--- config.mk ---
export PLATFORM = sky130hd
export DESIGN_NAME = pipe_hazard_ctrl_flat
export DESIGN_NICKNAME = d
export VERILOG_FILES = /design/src/rtl/pipe_hazard_ctrl_if.sv /design/src/rtl/pipe_hazard_ctrl.sv /design/src/flat_wrapper.sv
export SDC_FILE = /design/constraint.sdc
export NUM_CORES = 1
export LEC_CHECK = 0
export CAP_MARGIN = 20
export CORE_MARGIN = 10
export CORE_UTILIZATION = 51
export DETAILED_ROUTE_END_ITERATION = 12
export PLACE_DENSITY = 0.91
export SETUP_SLACK_MARGIN = 0.3
export SYNTH_ARGS = -nofsm -noshare
export SYNTH_HDL_FRONTEND = slang
export SYNTH_SLANG_ARGS = --single-unit
--- constraint.sdc ---
create_clock -name clk -period 2.8 [get_ports clk]
set_input_delay 0.42 -clock clk [delete_from_list [all_inputs] [get_ports clk]]
set_output_delay 0.42 -clock clk [all_outputs]
set_load 0.02 [all_outputs]
--- src/rtl/pipe_hazard_ctrl_if.sv ---
// Handshake/control bundle between the 5-stage pipeline datapath and its hazard controller.
// master = datapath side (drives hazard sources), slave = controller (drives enables, stats).
interface pipe_hazard_ctrl_if #(
    parameter int CNT_W = 16
);
    logic [4:0]       id_rs;
    logic [4:0]       id_rt;
    logic             id_use_rs;
    logic             id_use_rt;
    logic             ex_wreg;
    logic             ex_m2reg;
    logic [4:0]       ex_rn;
    logic             ex_br_taken;
    logic             dmem_busy;
    logic             pc_we;
    logic             ifid_we;
    logic             ifid_flush;
    logic             idex_bubble;
    logic             exmem_we;
    logic [CNT_W-1:0] stall_cnt;
    logic [CNT_W-1:0] flush_cnt;
    logic             mem_err;
    logic             state;

    modport master (
        output id_rs, id_rt, id_use_rs, id_use_rt, ex_wreg, ex_m2reg, ex_rn,
               ex_br_taken, dmem_busy,
        input  pc_we, ifid_we, ifid_flush, idex_bubble, exmem_we,
               stall_cnt, flush_cnt, mem_err, state
    );

    modport slave (
        input  id_rs, id_rt, id_use_rs, id_use_rt, ex_wreg, ex_m2reg, ex_rn,
               ex_br_taken, dmem_busy,
        output pc_we, ifid_we, ifid_flush, idex_bubble, exmem_we,
               stall_cnt, flush_cnt, mem_err, state
    );
endinterface

--- src/rtl/pipe_hazard_ctrl.sv ---
// Pipeline hazard controller: load-use stall, taken-branch flush, dmem freeze, stats, timeout.
// Zero-cycle combinational controls; dmem_busy freezes every stage (highest after clr).
module pipe_hazard_ctrl #(
    parameter int CNT_W  = 16,
    parameter int MW_MAX = 8
) (
    input  logic                    clk,
    input  logic                    clr,
    pipe_hazard_ctrl_if.slave       bus
);
    localparam logic [0:0] RUN   = 1'b0;
    localparam logic [0:0] MWAIT = 1'b1;
    localparam int         WW    = $clog2(MW_MAX + 1);
    localparam logic [CNT_W-1:0] CNT_MAX = {CNT_W{1'b1}};

    logic             lu;
    logic             flush;
    logic             pc_we;
    logic             ifid_we;
    logic             ifid_flush;
    logic             idex_bubble;
    logic             exmem_we;
    logic [0:0]       state_q;
    logic [WW-1:0]    wait_cnt;
    logic [CNT_W-1:0] stall_q;
    logic [CNT_W-1:0] flush_q;
    logic             mem_err_q;

    // Register 0 is hardwired, so a write to it can never feed a dependent read.
    assign lu = bus.ex_wreg & bus.ex_m2reg & (bus.ex_rn != 5'd0) &
                ((bus.id_use_rs & (bus.id_rs == bus.ex_rn)) |
                 (bus.id_use_rt & (bus.id_rt == bus.ex_rn)));

    // Only a flush that actually happens counts; a frozen branch waits its turn.
    assign flush = ~bus.dmem_busy & bus.ex_br_taken;

    always_comb begin
        pc_we       = 1'b1;
        ifid_we     = 1'b1;
        ifid_flush  = 1'b0;
        idex_bubble = 1'b0;
        exmem_we    = 1'b1;
        if (clr) begin
            pc_we       = 1'b0;
            ifid_we     = 1'b0;
            ifid_flush  = 1'b1;
            idex_bubble = 1'b1;
            exmem_we    = 1'b0;
        end else if (bus.dmem_busy) begin
            pc_we    = 1'b0;
            ifid_we  = 1'b0;
            exmem_we = 1'b0;
        end else if (bus.ex_br_taken) begin
            ifid_flush  = 1'b1;
            idex_bubble = 1'b1;
        end else if (lu) begin
            pc_we       = 1'b0;
            ifid_we     = 1'b0;
            idex_bubble = 1'b1;
        end
    end

    always_ff @(posedge clk) begin
        if (clr) begin
            state_q   <= RUN;
            wait_cnt  <= '0;
            stall_q   <= '0;
            flush_q   <= '0;
            mem_err_q <= 1'b0;
        end else begin
            state_q <= bus.dmem_busy ? MWAIT : RUN;
            if (!bus.dmem_busy)
                wait_cnt <= '0;
            else if (wait_cnt != WW'(MW_MAX))
                wait_cnt <= wait_cnt + 1'b1;
            // Sticky: set on the edge wait_cnt reaches MW_MAX, cleared only by clr.
            if (bus.dmem_busy && (wait_cnt == WW'(MW_MAX - 1)))
                mem_err_q <= 1'b1;
            if (!pc_we && (stall_q != CNT_MAX))
                stall_q <= stall_q + 1'b1;
            if (flush && (flush_q != CNT_MAX))
                flush_q <= flush_q + 1'b1;
        end
    end

    assign bus.pc_we       = pc_we;
    assign bus.ifid_we     = ifid_we;
    assign bus.ifid_flush  = ifid_flush;
    assign bus.idex_bubble = idex_bubble;
    assign bus.exmem_we    = exmem_we;
    assign bus.stall_cnt   = stall_q;
    assign bus.flush_cnt   = flush_q;
    assign bus.mem_err     = mem_err_q;
    assign bus.state       = state_q;
endmodule

--- src/flat_wrapper.sv ---
// flat-port wrapper written by rule: the top's interface ports become plain ports
module pipe_hazard_ctrl_flat 
#(
    parameter int CNT_W  = 16,
    parameter int MW_MAX = 8
)
  (clk, clr, bus_id_rs, bus_id_rt, bus_id_use_rs, bus_id_use_rt, bus_ex_wreg, bus_ex_m2reg, bus_ex_rn, bus_ex_br_taken, bus_dmem_busy, bus_pc_we, bus_ifid_we, bus_ifid_flush, bus_idex_bubble, bus_exmem_we, bus_stall_cnt, bus_flush_cnt, bus_mem_err, bus_state);
  pipe_hazard_ctrl_if #(.CNT_W(CNT_W)) bus_i ();
  input  logic clk;
  input  logic clr;
  input wire logic [$bits(bus_i.id_rs)-1:0] bus_id_rs;
  input wire logic [$bits(bus_i.id_rt)-1:0] bus_id_rt;
  input wire logic [$bits(bus_i.id_use_rs)-1:0] bus_id_use_rs;
  input wire logic [$bits(bus_i.id_use_rt)-1:0] bus_id_use_rt;
  input wire logic [$bits(bus_i.ex_wreg)-1:0] bus_ex_wreg;
  input wire logic [$bits(bus_i.ex_m2reg)-1:0] bus_ex_m2reg;
  input wire logic [$bits(bus_i.ex_rn)-1:0] bus_ex_rn;
  input wire logic [$bits(bus_i.ex_br_taken)-1:0] bus_ex_br_taken;
  input wire logic [$bits(bus_i.dmem_busy)-1:0] bus_dmem_busy;
  output wire logic [$bits(bus_i.pc_we)-1:0] bus_pc_we;
  output wire logic [$bits(bus_i.ifid_we)-1:0] bus_ifid_we;
  output wire logic [$bits(bus_i.ifid_flush)-1:0] bus_ifid_flush;
  output wire logic [$bits(bus_i.idex_bubble)-1:0] bus_idex_bubble;
  output wire logic [$bits(bus_i.exmem_we)-1:0] bus_exmem_we;
  output wire logic [$bits(bus_i.stall_cnt)-1:0] bus_stall_cnt;
  output wire logic [$bits(bus_i.flush_cnt)-1:0] bus_flush_cnt;
  output wire logic [$bits(bus_i.mem_err)-1:0] bus_mem_err;
  output wire logic [$bits(bus_i.state)-1:0] bus_state;
  assign bus_i.id_rs = bus_id_rs;
  assign bus_i.id_rt = bus_id_rt;
  assign bus_i.id_use_rs = bus_id_use_rs;
  assign bus_i.id_use_rt = bus_id_use_rt;
  assign bus_i.ex_wreg = bus_ex_wreg;
  assign bus_i.ex_m2reg = bus_ex_m2reg;
  assign bus_i.ex_rn = bus_ex_rn;
  assign bus_i.ex_br_taken = bus_ex_br_taken;
  assign bus_i.dmem_busy = bus_dmem_busy;
  assign bus_pc_we = bus_i.pc_we;
  assign bus_ifid_we = bus_i.ifid_we;
  assign bus_ifid_flush = bus_i.ifid_flush;
  assign bus_idex_bubble = bus_i.idex_bubble;
  assign bus_exmem_we = bus_i.exmem_we;
  assign bus_stall_cnt = bus_i.stall_cnt;
  assign bus_flush_cnt = bus_i.flush_cnt;
  assign bus_mem_err = bus_i.mem_err;
  assign bus_state = bus_i.state;
  pipe_hazard_ctrl #(.CNT_W(CNT_W), .MW_MAX(MW_MAX)) u_core (.clk(clk), .clr(clr), .bus(bus_i));
endmodule
; Yosys cells after proc, flatten, opt, wreduce, memory -nomap -nowiden
; Index checks and enable logic that the tools add are counted.
[totals]
reg_bits = 38
in_bits = 23
output_inout_bits = 39
elab_cells = 42
[classes]
add_sub_neg = 3
n_eq_ne = 6
mux = 14
bitwise_logic = 8
reduce_logical = 6
[ops]
columns = operator, count
row1 = adder 16 x 1 -> 16 bit (second input constant), 2
row2 = inequality test 16 bit (second input constant), 2
row3 = 2-to-1 mux 1 bit, 14
row4 = == test 5 bit, 2
row5 = bitwise AND 1 bit, 6
row6 = nonzero test 5 bit, 1
row7 = adder 4 x 1 -> 4 bit (second input constant), 1
row8 = == test 4 x 3 -> 1 bit (second input constant), 1
row9 = inequality test 4 bit (second input constant), 1
row10 = logical AND 1 bit, 3
row11 = OR reduction 2 bit, 1
row12 = zero test 1 bit, 1
row13 = inverter 1 bit, 1
row14 = OR 1 bit, 1

; Depth between registers and ports, before layout
; Gate-level depths: netlist of run 1.
[depth]
word_depth = 10
depth_mapped = 8
ltp_nobuf = 7

; Least setup slack after synthesis of run 1
; Ideal clock, no wire load.
[synth_path]
kind = input-to-output
startpoint = input port bus_ex_rn[1]
endpoint = output port bus_pc_we
t_arrival_ns = 1.619
required_ns = 2.380
path_slack_ns = 0.761
cell_stages = 7
n_path_buf = 3
path_cell_list = nor3_1 -> nand2_1 -> and4b_1 -> a21boi_2 -> buf_6 -> buf_4 -> buf_4
[synth_between]
elab_chain_len = 8
word_cells_on_any_way = 12
[synth_rtl]
columns = element, line
row1 = from (decl), flat_wrapper.sv:17  ; input wire logic [$bits(bus_i.ex_rn)-1:0] bus_ex_rn;
row2 = "== test 5 bit, on equally long branches", "pipe_hazard_ctrl.sv:31, pipe_hazard_ctrl.sv:32"
row3 = "bitwise AND 1 bit, on equally long branches", "pipe_hazard_ctrl.sv:31, pipe_hazard_ctrl.sv:32"
row4 = OR 1 bit, pipe_hazard_ctrl.sv:31  ; ((bus.id_use_rs & (bus.id_rs == bus.ex_rn)) |
row5 = bitwise AND 1 bit (*), pipe_hazard_ctrl.sv:30  ; assign lu = bus.ex_wreg & bus.ex_m2reg & (bus.ex_rn != 5'd0) &
row6 = 2-to-1 mux 1 bit (*) (4 in a row), n/a
row7 = to (decl), flat_wrapper.sv:20  ; output wire logic [$bits(bus_i.pc_we)-1:0] bus_pc_we;
; Every way passes the cells marked *; elsewhere a longest branch is shown, timed or not.

; Worst setup path in the final report of run 1
[layout_path]
startpoint = input port bus_ex_rn[1]
endpoint = output port bus_idex_bubble
[layout_between]
elab_chain_len = 8
word_cells_on_any_way = 12
[layout_rtl]
columns = element, line
row1 = "== test 5 bit, on equally long branches", "pipe_hazard_ctrl.sv:31, pipe_hazard_ctrl.sv:32"
row2 = "bitwise AND 1 bit, on equally long branches", "pipe_hazard_ctrl.sv:31, pipe_hazard_ctrl.sv:32"
row3 = OR 1 bit, pipe_hazard_ctrl.sv:31
row4 = bitwise AND 1 bit (*), pipe_hazard_ctrl.sv:30
row5 = 2-to-1 mux 1 bit (*), pipe_hazard_ctrl.sv:56  ; end else if (lu) begin
row6 = 2-to-1 mux 1 bit (*), pipe_hazard_ctrl.sv:53  ; end else if (bus.ex_br_taken) begin
row7 = 2-to-1 mux 1 bit (*), pipe_hazard_ctrl.sv:49  ; end else if (bus.dmem_busy) begin
row8 = 2-to-1 mux 1 bit (*), pipe_hazard_ctrl.sv:43  ; if (clr) begin
row9 = to (decl), flat_wrapper.sv:23  ; output wire logic [$bits(bus_i.idex_bubble)-1:0] bus_idex_bubble;
; Marks and branches as above.

==> results of run 1 <==
synth_stat cells, types with 2 or more instances:
cell type	count
sky130_fd_sc_hd__nand2_1	18
sky130_fd_sc_hd__nand2b_1	3
sky130_fd_sc_hd__inv_1	7
sky130_fd_sc_hd__and4_1	3
sky130_fd_sc_hd__nor4b_2	2
sky130_fd_sc_hd__dfxtp_1	38
sky130_fd_sc_hd__or4_1	9
sky130_fd_sc_hd__or3_1	5
sky130_fd_sc_hd__xnor2_1	19
sky130_fd_sc_hd__buf_2	2
sky130_fd_sc_hd__nand3_1	11
sky130_fd_sc_hd__xor2_1	5
sky130_fd_sc_hd__buf_4	2
sky130_fd_sc_hd__a21oi_1	15
sky130_fd_sc_hd__o41ai_1	2
sky130_fd_sc_hd__clkbuf_1	3
sky130_fd_sc_hd__o21ai_0	5
sky130_fd_sc_hd__mux2_4	5
sky130_fd_sc_hd__nor4_2	3
sky130_fd_sc_hd__nor3_2	2
sky130_fd_sc_hd__o31ai_1	7
sky130_fd_sc_hd__buf_6	2
sky130_fd_sc_hd__nor2_1	29
sky130_fd_sc_hd__nor3_1	3
sky130_fd_sc_hd__ha_1	4
sky130_fd_sc_hd__nand4_1	7
sky130_fd_sc_hd__nor2b_1	4
sky130_fd_sc_hd__and4_4	2
cells by family (layout without fill, tap and decap cells):
family / count (synthesis) / in the layout / share of synthesized area, %
muxes: 7 / 7 / 4.62
xor gates and xnor gates: 24 / 24 / 10.1
AOI/OAI and AO/OA: 36 / 36 / 11.2
and+or+nand+nor: 109 / 109 / 31.0
adders and majority gates: 4 / 4 / 2.40
buffers and inverters: 17 / 79 / 4.26
DFF: 38 / 38 / 36.5
area by class of cell:
class | count | share of cell area, %
clock buffer | 6 | 2.93
inverter | 7 | 0.934
multi-input combinational | 180 | 44.2
sequential | 38 | 27.0
tap | 50 | 2.22
timing repair buffer | 66 | 22.7
critical path: stages:
cell	delay (ps)
sky130_fd_sc_hd__clkdlybuf4s50_1	540
sky130_fd_sc_hd__xnor2_1	140
sky130_fd_sc_hd__nand4_1	120
sky130_fd_sc_hd__o22ai_2	180
sky130_fd_sc_hd__nand4_1	110
sky130_fd_sc_hd__o21bai_1	140
sky130_fd_sc_hd__clkdlybuf4s15_2	280
final timing paths:
kind | startpoint | depth (start not counted) | to | slack [ps]
hold / removal | u_core.bus.mem_err | 2 | u_core.bus.mem_err | 490
hold reg to reg | u_core.bus.mem_err | 2 | u_core.bus.mem_err | 490
setup / recovery | bus_ex_rn[1] | 7 | bus_idex_bubble | 440
setup reg to reg | u_core.bus.stall_cnt[7] | 6 | u_core.bus.stall_cnt[9] | 640
what timing repair did:
item / in CTS / in global routing
setup buffers: 0 / 1
endpoints found under the setup margin: 3 / 3
resized for setup: 6 / 4
pin swaps: 0 / 1
flip-flops by register name, summed over array words and instances (netlist names):
name                  flops
u_core.bus.stall_cnt     16
u_core.bus.state          1
u_core.bus.mem_err        1
u_core.bus.flush_cnt     16
u_core.wait_cnt           4
per-layer routing:
layer	share of wire (%)	routed length, um	vias up
li1	-	-	972
met1	46	2400	899
met2	47	2480	67
met3	5.6	292	7
met4	1.7	89	0
met5	0	0	-
per-stage QoR:
stage | power [uW] | cell area (um2) | utilization, %
CTS | 1070 | 2810 | 70.9
finish | 1060 | 2810 | 70.9
global route | 1100 | 2810 | 70.9
detailed placement | 703 | 2730 | 68.6
global placement | 700 | 2730 | 68.6
floorplan | 635 | 2080 | -
report_power, final:
group	internal [uW]	total (uW)	switching (uW)
Clock	190	372	182
Sequential	548	556	7.78
Combinational	70.9	134	63.4
Total	809	1060	254
==> results by stage, run 1 <==
Floorplanning:
- The floorplan row count is 23.
- From left edge to right edge, the die measures 83.9 um.
- For this configuration, the core starts out at a cell density of 52.5%.
- During I/O placement, the number of pins put on the boundary was 62.
- The floorplan step set the die height to 83.9 um.
- The area of the die is 7040 um2.
- The region available for standard cell placement spans 3970 um2.

Synthesis:
- During synthesis, Yosys emitted a total of 0 warnings.
- In the synthesized netlist the dominant register cell turns out to be sky130_fd_sc_hd__dfxtp_1.
- The post-synthesis net count is 262.
- The synthesized design contains 0 enable-type register cells.
- The post-synthesis cell area is 2080 um2.
- Sorting the synthesized cells by area gives the leading types as sky130_fd_sc_hd__dfxtp_1 (36%), sky130_fd_sc_hd__xnor2_1 (8.0%), sky130_fd_sc_hd__nor2_1 (5.2%), sky130_fd_sc_hd__a21oi_1 (3.6%), sky130_fd_sc_hd__mux2_4 (3.6%).
- The cell accounting for the most synthesized area is sky130_fd_sc_hd__dfxtp_1.
- The top cell type by area accounts for 36.5% of the synthesized area.
- The cell count after synthesis is 235.
- After synthesis, flip-flops and latches occupy 36.5% of the total area.
- The flip-flop and latch count after synthesis is 38.
- Averaged over all synthesized cells, the footprint is 8.87 um2.
- The distinct cell type count after synthesis is 46.
- In the synthesized netlist the async set-or-reset flop fraction comes to 0%.

Layout:
- The antenna diode count is 0.
- The area growth from synthesis to layout is 35.0%.
- The leading cell type in the layout, fill and taps excluded is sky130_fd_sc_hd__clkdlybuf4s50_1.
- The number of filler instances in the final layout is 302.
- In the final layout, the multi-input gates occupy 1240 um2.
- The number of nets at the end of the flow is 325.
- Excluding fillers, the count of instances in the completed layout stands at 347.
- The area of all sequential standard cells is 761 um2.
- The share of post-route cells with drive strength above 1 is 11.8%.
- The library cells used most frequently in the layout, excluding fill and tap cells, are sky130_fd_sc_hd__clkdlybuf4s50_1 (58), sky130_fd_sc_hd__dfxtp_1 (38), sky130_fd_sc_hd__nor2_1 (29).

STA:
- The number of endpoints with negative hold slack in the final report came to 0.
- The worst path meets setup with 437 ps of slack.
- At the pin with the least slew margin, the transition time is 642 ps.
- Final hold analysis gives a worst-case slack of 495 ps.
- Subtracting the final worst setup slack from the clock period gives 2360 ps.
- The final number of setup-violating endpoints is 0.
- In the finished design, the share of the clock period the worst path needs comes to 84.4%.
- For this run, the top clock speed supported by timing is 423 MHz.
- The final-report max-slew violation count is 0.
- Between clock sinks in the finished design, the worst skew comes to 4.53 ps.
- Setup repair after global routing left no endpoint under its margin.
- The aggregate negative setup slack is 0 ps.
- The relative slew slack is 57.1%.

Drt:
- The detail-routed net length per standard cell is 15.1 um.
- In the routed layout, each cell is associated on average with a via count of 5.61.
- The final antenna-violating net count is 0.
- The number of optimization iterations in the first detailed-route pass is 4.
- Summed over all layers, the routed wires come to 5260 um.
- Summing over every cut layer, the via total after detailed routing is 1945.
- After the first detailed-routing iteration, the DRC count stood at 107.
- The number of DRC violations after detailed routing is 0.

Clocking:
- The master cell of the clock root buffer is sky130_fd_sc_hd__clkbuf_8.
- The clock transition at the registers of the reported paths is 70 ps.
- For this design, the sink count on the clock tree is 38.
- TritonCTS built the clock tree.
- The later-pin clock latency in the skew report is 290 ps.
- The longest clock path from root to sink contains 2 buffers.
- Counting the buffers created by CTS gives 5.
- After clock tree synthesis, the flow added hold-fix buffers numbering 0.
- The maximum level of the CTS H-tree is 2.

Placement:
- Detailed placement finished with a half-perimeter wire length of 3990 um.
- The worst slack at placement is -32.6 ps.
- Routability-driven placement finished with a final weighted congestion of 0.808.
- Once placement completed, the tool counted placed cells totaling 340.
- The number of buffer cells added on primary ports is 61.

Global routing:
- For this run, the total global-route usage over all layers was measured as 15.0%.
- The global-route layer with the greatest usage is met2.
- For met3 alone, demand over resource in global routing was 3.81%.
- Global routing used 18.9% of the available met1 tracks.
- Entering global routing, the biggest net connects 40 pins.
- The via count of the first global-routing pass was 1814.
- The initial antenna violation count is 0.
- For met2 alone, demand over resource in global routing was 23.5%.
- The residual overflow from global routing is 0.
- The first global-routing pass estimated 8860 um of wire.

Power and ir drop:
- Across the VDD grid, the largest voltage drop is 0.327 mV.
- Power spread over the standard cell area amounts to 377 nW/um2.
- In this run the static leakage power is 0.000931 uW.

Worst setup path:
- The type of element launching the critical path is an input pin.
- The worst setup path is of the in -> out kind.
- The capturing element type of the critical path is an output pin.
- For the worst setup path, the data required time is 2380 ps.
- Of all nets on the critical path, the largest fanout is 3.
- Data arrives at the worst endpoint at 1940 ps.

Job:
- The max capacitance violation total is 0.

Min path:
- The kind of path behind the tightest hold check is reg -> reg.

Status:
- The flow ran to the end, and the final reports show no timing, DRC or antenna violations.
(Power assumes the default switching activity.)
==> run 2, diff against run 1 <==
--- a/config.mk
+++ b/config.mk
@@ -7,9 +7,9 @@
 export LEC_CHECK = 0
 export CAP_MARGIN = 20
 export CORE_MARGIN = 10
-export CORE_UTILIZATION = 51
+export CORE_UTILIZATION = 47
 export DETAILED_ROUTE_END_ITERATION = 12
-export PLACE_DENSITY = 0.91
+export PLACE_DENSITY = 0.85
 export SETUP_SLACK_MARGIN = 0.3
 export SYNTH_ARGS = -nofsm -noshare
 export SYNTH_HDL_FRONTEND = slang
==> constraint.sdc (replaced) <==
create_clock -name clk -period 2.2 [get_ports clk]
set_input_delay 0.33 -clock clk [delete_from_list [all_inputs] [get_ports clk]]
set_output_delay 0.33 -clock clk [all_outputs]
set_load 0.02 [all_outputs]
==> run 2 against run 1 <==
Net effect:
- register-to-register slack got worse by 390 ps
- combinational power increased by 45%
- global-route usage rose by 0.91 points
- routed wire length rose by 29%
- non-clock buffer count is 23 higher
- critical path type is now reg -> reg
- largest cell class unchanged
- highest routed layer unchanged
==> results by stage, run 2 (synthesis gave the netlist of run 1 again) <==
Min path:
- In this run the worst hold path is classified as reg -> reg.
- The path with the worst hold slack has its endpoint at u_core.bus.mem_err.
- The number of cells on the worst hold path was 2 (unchanged).
- In this run the most critical hold path is launched from u_core.bus.mem_err.

Worst setup path:
- The critical path goes through nand3_2 > nor2_1 > nand3_1 > nor3_4 > buf_4 > o31ai_1 > a21oi_1.
- The worst setup path is launched from a register.
- The largest fanout on the critical path is 14 (+11).
- The worst setup slack for register-to-register paths is 250 ps (-390 ps).
- The worst register-to-register path begins at u_core.bus.stall_cnt[3].
- The required time of the worst setup path came to 2410 ps (+30 ps).
- The depth of the most critical reg-to-reg path is 7 (+1).
- The critical path arrival came to 2150 ps (+210 ps).
- The worst register-to-register path ends at u_core.bus.stall_cnt[4].
- The worst setup path is captured at a register.
- The type of the worst setup path is reg -> reg.
- The largest individual stage delay along the critical path comes from the cell sky130_fd_sc_hd__dfxtp_2.
- The longest individual stage delay on the worst path came to 400 ps (-140 ps).

Drt:
- The number of DRC violations after detailed routing came to 0 (unchanged).
- The number of optimization iterations in the first detailed-route pass is 4 (unchanged).
- The wire length after detailed routing came to 6800 um (+29%).
- The detail-routed net length per standard cell is 18.2 um (+20%).
- The final antenna-violating net count is 0 (unchanged).
- The total number of vias is 2107 (+8.3%).
- The number of vias per cell after detailed routing is 5.63 (+0.51%).
- The number of DRC markers after the initial detailed-route iteration was 107 (unchanged).

Floorplanning:
- The area of the die is 7500 um2 (+6.5%).
- The starting density of the core is 48.2% (-4.3 points).
- The I/O pin count is 62 (unchanged).
- The vertical die dimension was 86.6 um (+3.2%).
- The floorplan row count is 24 (+4.3%).
- The horizontal die dimension came to 86.6 um (+3.2%).
- The placeable core region is 4320 um2 (+8.9%).

Global routing:
- The initial antenna violation count is 0 (unchanged).
- The via count of the first global-routing pass was 2130 (+17%).
- The combined global-route utilization of all metal layers is 15.9% (+0.91 points).
- The wire length of the first global-routing pass is 9920 um (+12%).
- The pin count of the biggest net entering global routing is 40 (unchanged).
- The residual overflow from global routing is 0 (unchanged).

STA:
- The final number of setup-violating endpoints is 0 (unchanged).
- The final clock skew is 3.63 ps (-0.895 ps).
- The final critical-path required period is 1950 ps.
- Setup repair after global routing could not meet its margin everywhere.
- The achievable clock frequency is 514 MHz.
- Dividing the final minimum period by the clock period gives 88.4%.
- The pin slew with the least headroom to its limit is 440 ps (-202 ps).
- The final-report max-slew violation count came to 0 (unchanged).
- The number of endpoints with negative hold slack in the final report is 0 (unchanged).
- The final worst hold slack is 491 ps (-3.32 ps).
- The relative slew slack is 70.6% (+14 points).

Clocking:
- The number of buffers between clock root and the deepest sink was 2 (unchanged).
- The number of clock sinks came to 38 (unchanged).
- The cell sitting at the root of the clock tree is a sky130_fd_sc_hd__clkbuf_8.
- TritonCTS built the clock tree.
- The clock transition at the registers of the reported paths is 80 ps (about the same).
- The later-pin clock latency in the skew report is 300 ps (about the same).
- The number of buffers created by CTS came to 5 (unchanged).
- The maximum level of the CTS H-tree came to 2 (unchanged).

Layout:
- The antenna diode count is 0 (unchanged).
- The cell area after layout is 3220 um2 (+14%).
- Leaving out fill and tap cells, the most frequent cell in the layout is sky130_fd_sc_hd__clkdlybuf4s50_1.
- The number of nets at the end of the flow is 349 (+7.4%).
- In the layout the commonest cells are sky130_fd_sc_hd__clkdlybuf4s50_1 (37), sky130_fd_sc_hd__dfxtp_1 (32), sky130_fd_sc_hd__nor2_1 (29).
- The share of post-route cells with drive strength above 1 was 29.8% (+18 points).
- The area growth from synthesis to layout is 54.5%.

Placement:
- The post-DP HPWL is 4150 um (+4.1%).
- The number of buffer cells added on primary ports is 61 (unchanged).
- The post-place instance area was 2790 um2 (+2.3%).
- The global placement routability congestion is 0.831 (+2.9%).

Status:
- The flow ran to the end, and the final reports show no timing, DRC or antenna violations.

Job:
- The max capacitance violation total is 0 (unchanged).

Power and ir drop:
- The ratio of total power to cell area is 471 nW/um2 (+25%).
- The peak supply drop is 0.404 mV (+24%).
- The cell leakage power came to 0.00116 uW (+25%).
[run 2: cell count changes in the layout (fill, tap and decap cells not counted), moves of 6 or more]
cell / delta
sky130_fd_sc_hd__a21oi_1: -6
sky130_fd_sc_hd__clkbuf_2: +6
sky130_fd_sc_hd__clkdlybuf4s50_1: -21
sky130_fd_sc_hd__a21oi_2: +6
sky130_fd_sc_hd__buf_4: +19
sky130_fd_sc_hd__dfxtp_1: -6
[run 2: power by group]
part / internal, uW / switching, uW / total [uW]
registers: 693 / 11.8 / 705
logic: 100 / 94.1 / 194
clock network: 363 / 254 / 617
total: 1160 / 360 / 1520
[run 2: final cells by class]
class,instances,area (um2)
Multi-Input combinational cell,181,1400
Fill cell,310,1100
Timing Repair Buffer,89,837
Sequential cell,38,776
Clock buffer,6,82.6
Tap cell,52,65.1
Clock inverter,1,30.0
Inverter,7,26.3
[run 2: metrics by stage]
step	setup WS [ps]	TNS, ps	instances	power, uW	utilization [%]
floorplan	308	0	235	808	-
global placement	-457	-4910	350	899	64.5
detailed placement	-475	-5490	350	905	64.5
CTS	292	0	364	1500	69.3
global route	158	0	374	1560	74.5
finish	255	0	374	1520	74.5
[run 2: worst max-delay path by stage]
stage,start,endpoint,slack [ps],cells after the start
3_5_place_dp,bus_ex_rn[1],bus_pc_we,-470,6
3_3_place_gp,bus_ex_rn[1],bus_ifid_we,-460,6
2_1_floorplan,u_core.bus.stall_cnt[7],u_core.bus.stall_cnt[9],310,7
6_report,u_core.bus.stall_cnt[3],u_core.bus.stall_cnt[4],250,7
5_1_grt,bus_id_rt[2],u_core.bus.stall_cnt[4],160,8
4_1_cts,clr,bus_exmem_we,290,3
[run 2: repair_timing]
item / 4_1_cts / 5_1_grt
resized for setup: 50 / 53
cloned: 0 / 3
pin swaps: 19 / 33
hold buffers: 0 / 0
endpoints found under the setup margin: 24 / 30
buffers inserted: 7 / 7
[run 2: critical path: cells and delay by family (launching register included)]
| family | cells | cell delay [ps] |
|---|---|---|
| AND/OR/NAND/NOR | 4 | 880 |
| flip-flops | 1 | 400 |
| AO/OA/AOI/OAI | 2 | 310 |
| buffers and inverters | 1 | 260 |
[run 2: routing by layer]
| metal | global-route usage, % | share of wire [%] | vias up |
|---|---|---|---|
| li1 | - | - | 1013 |
| met1 | 17.8 | 40 | 1021 |
| met4 | 5.30 | 0.59 | 0 |
| met2 | 28.2 | 54 | 68 |
| met3 | 4.22 | 5.2 | 5 |
| met5 | 0 | 0 | - |
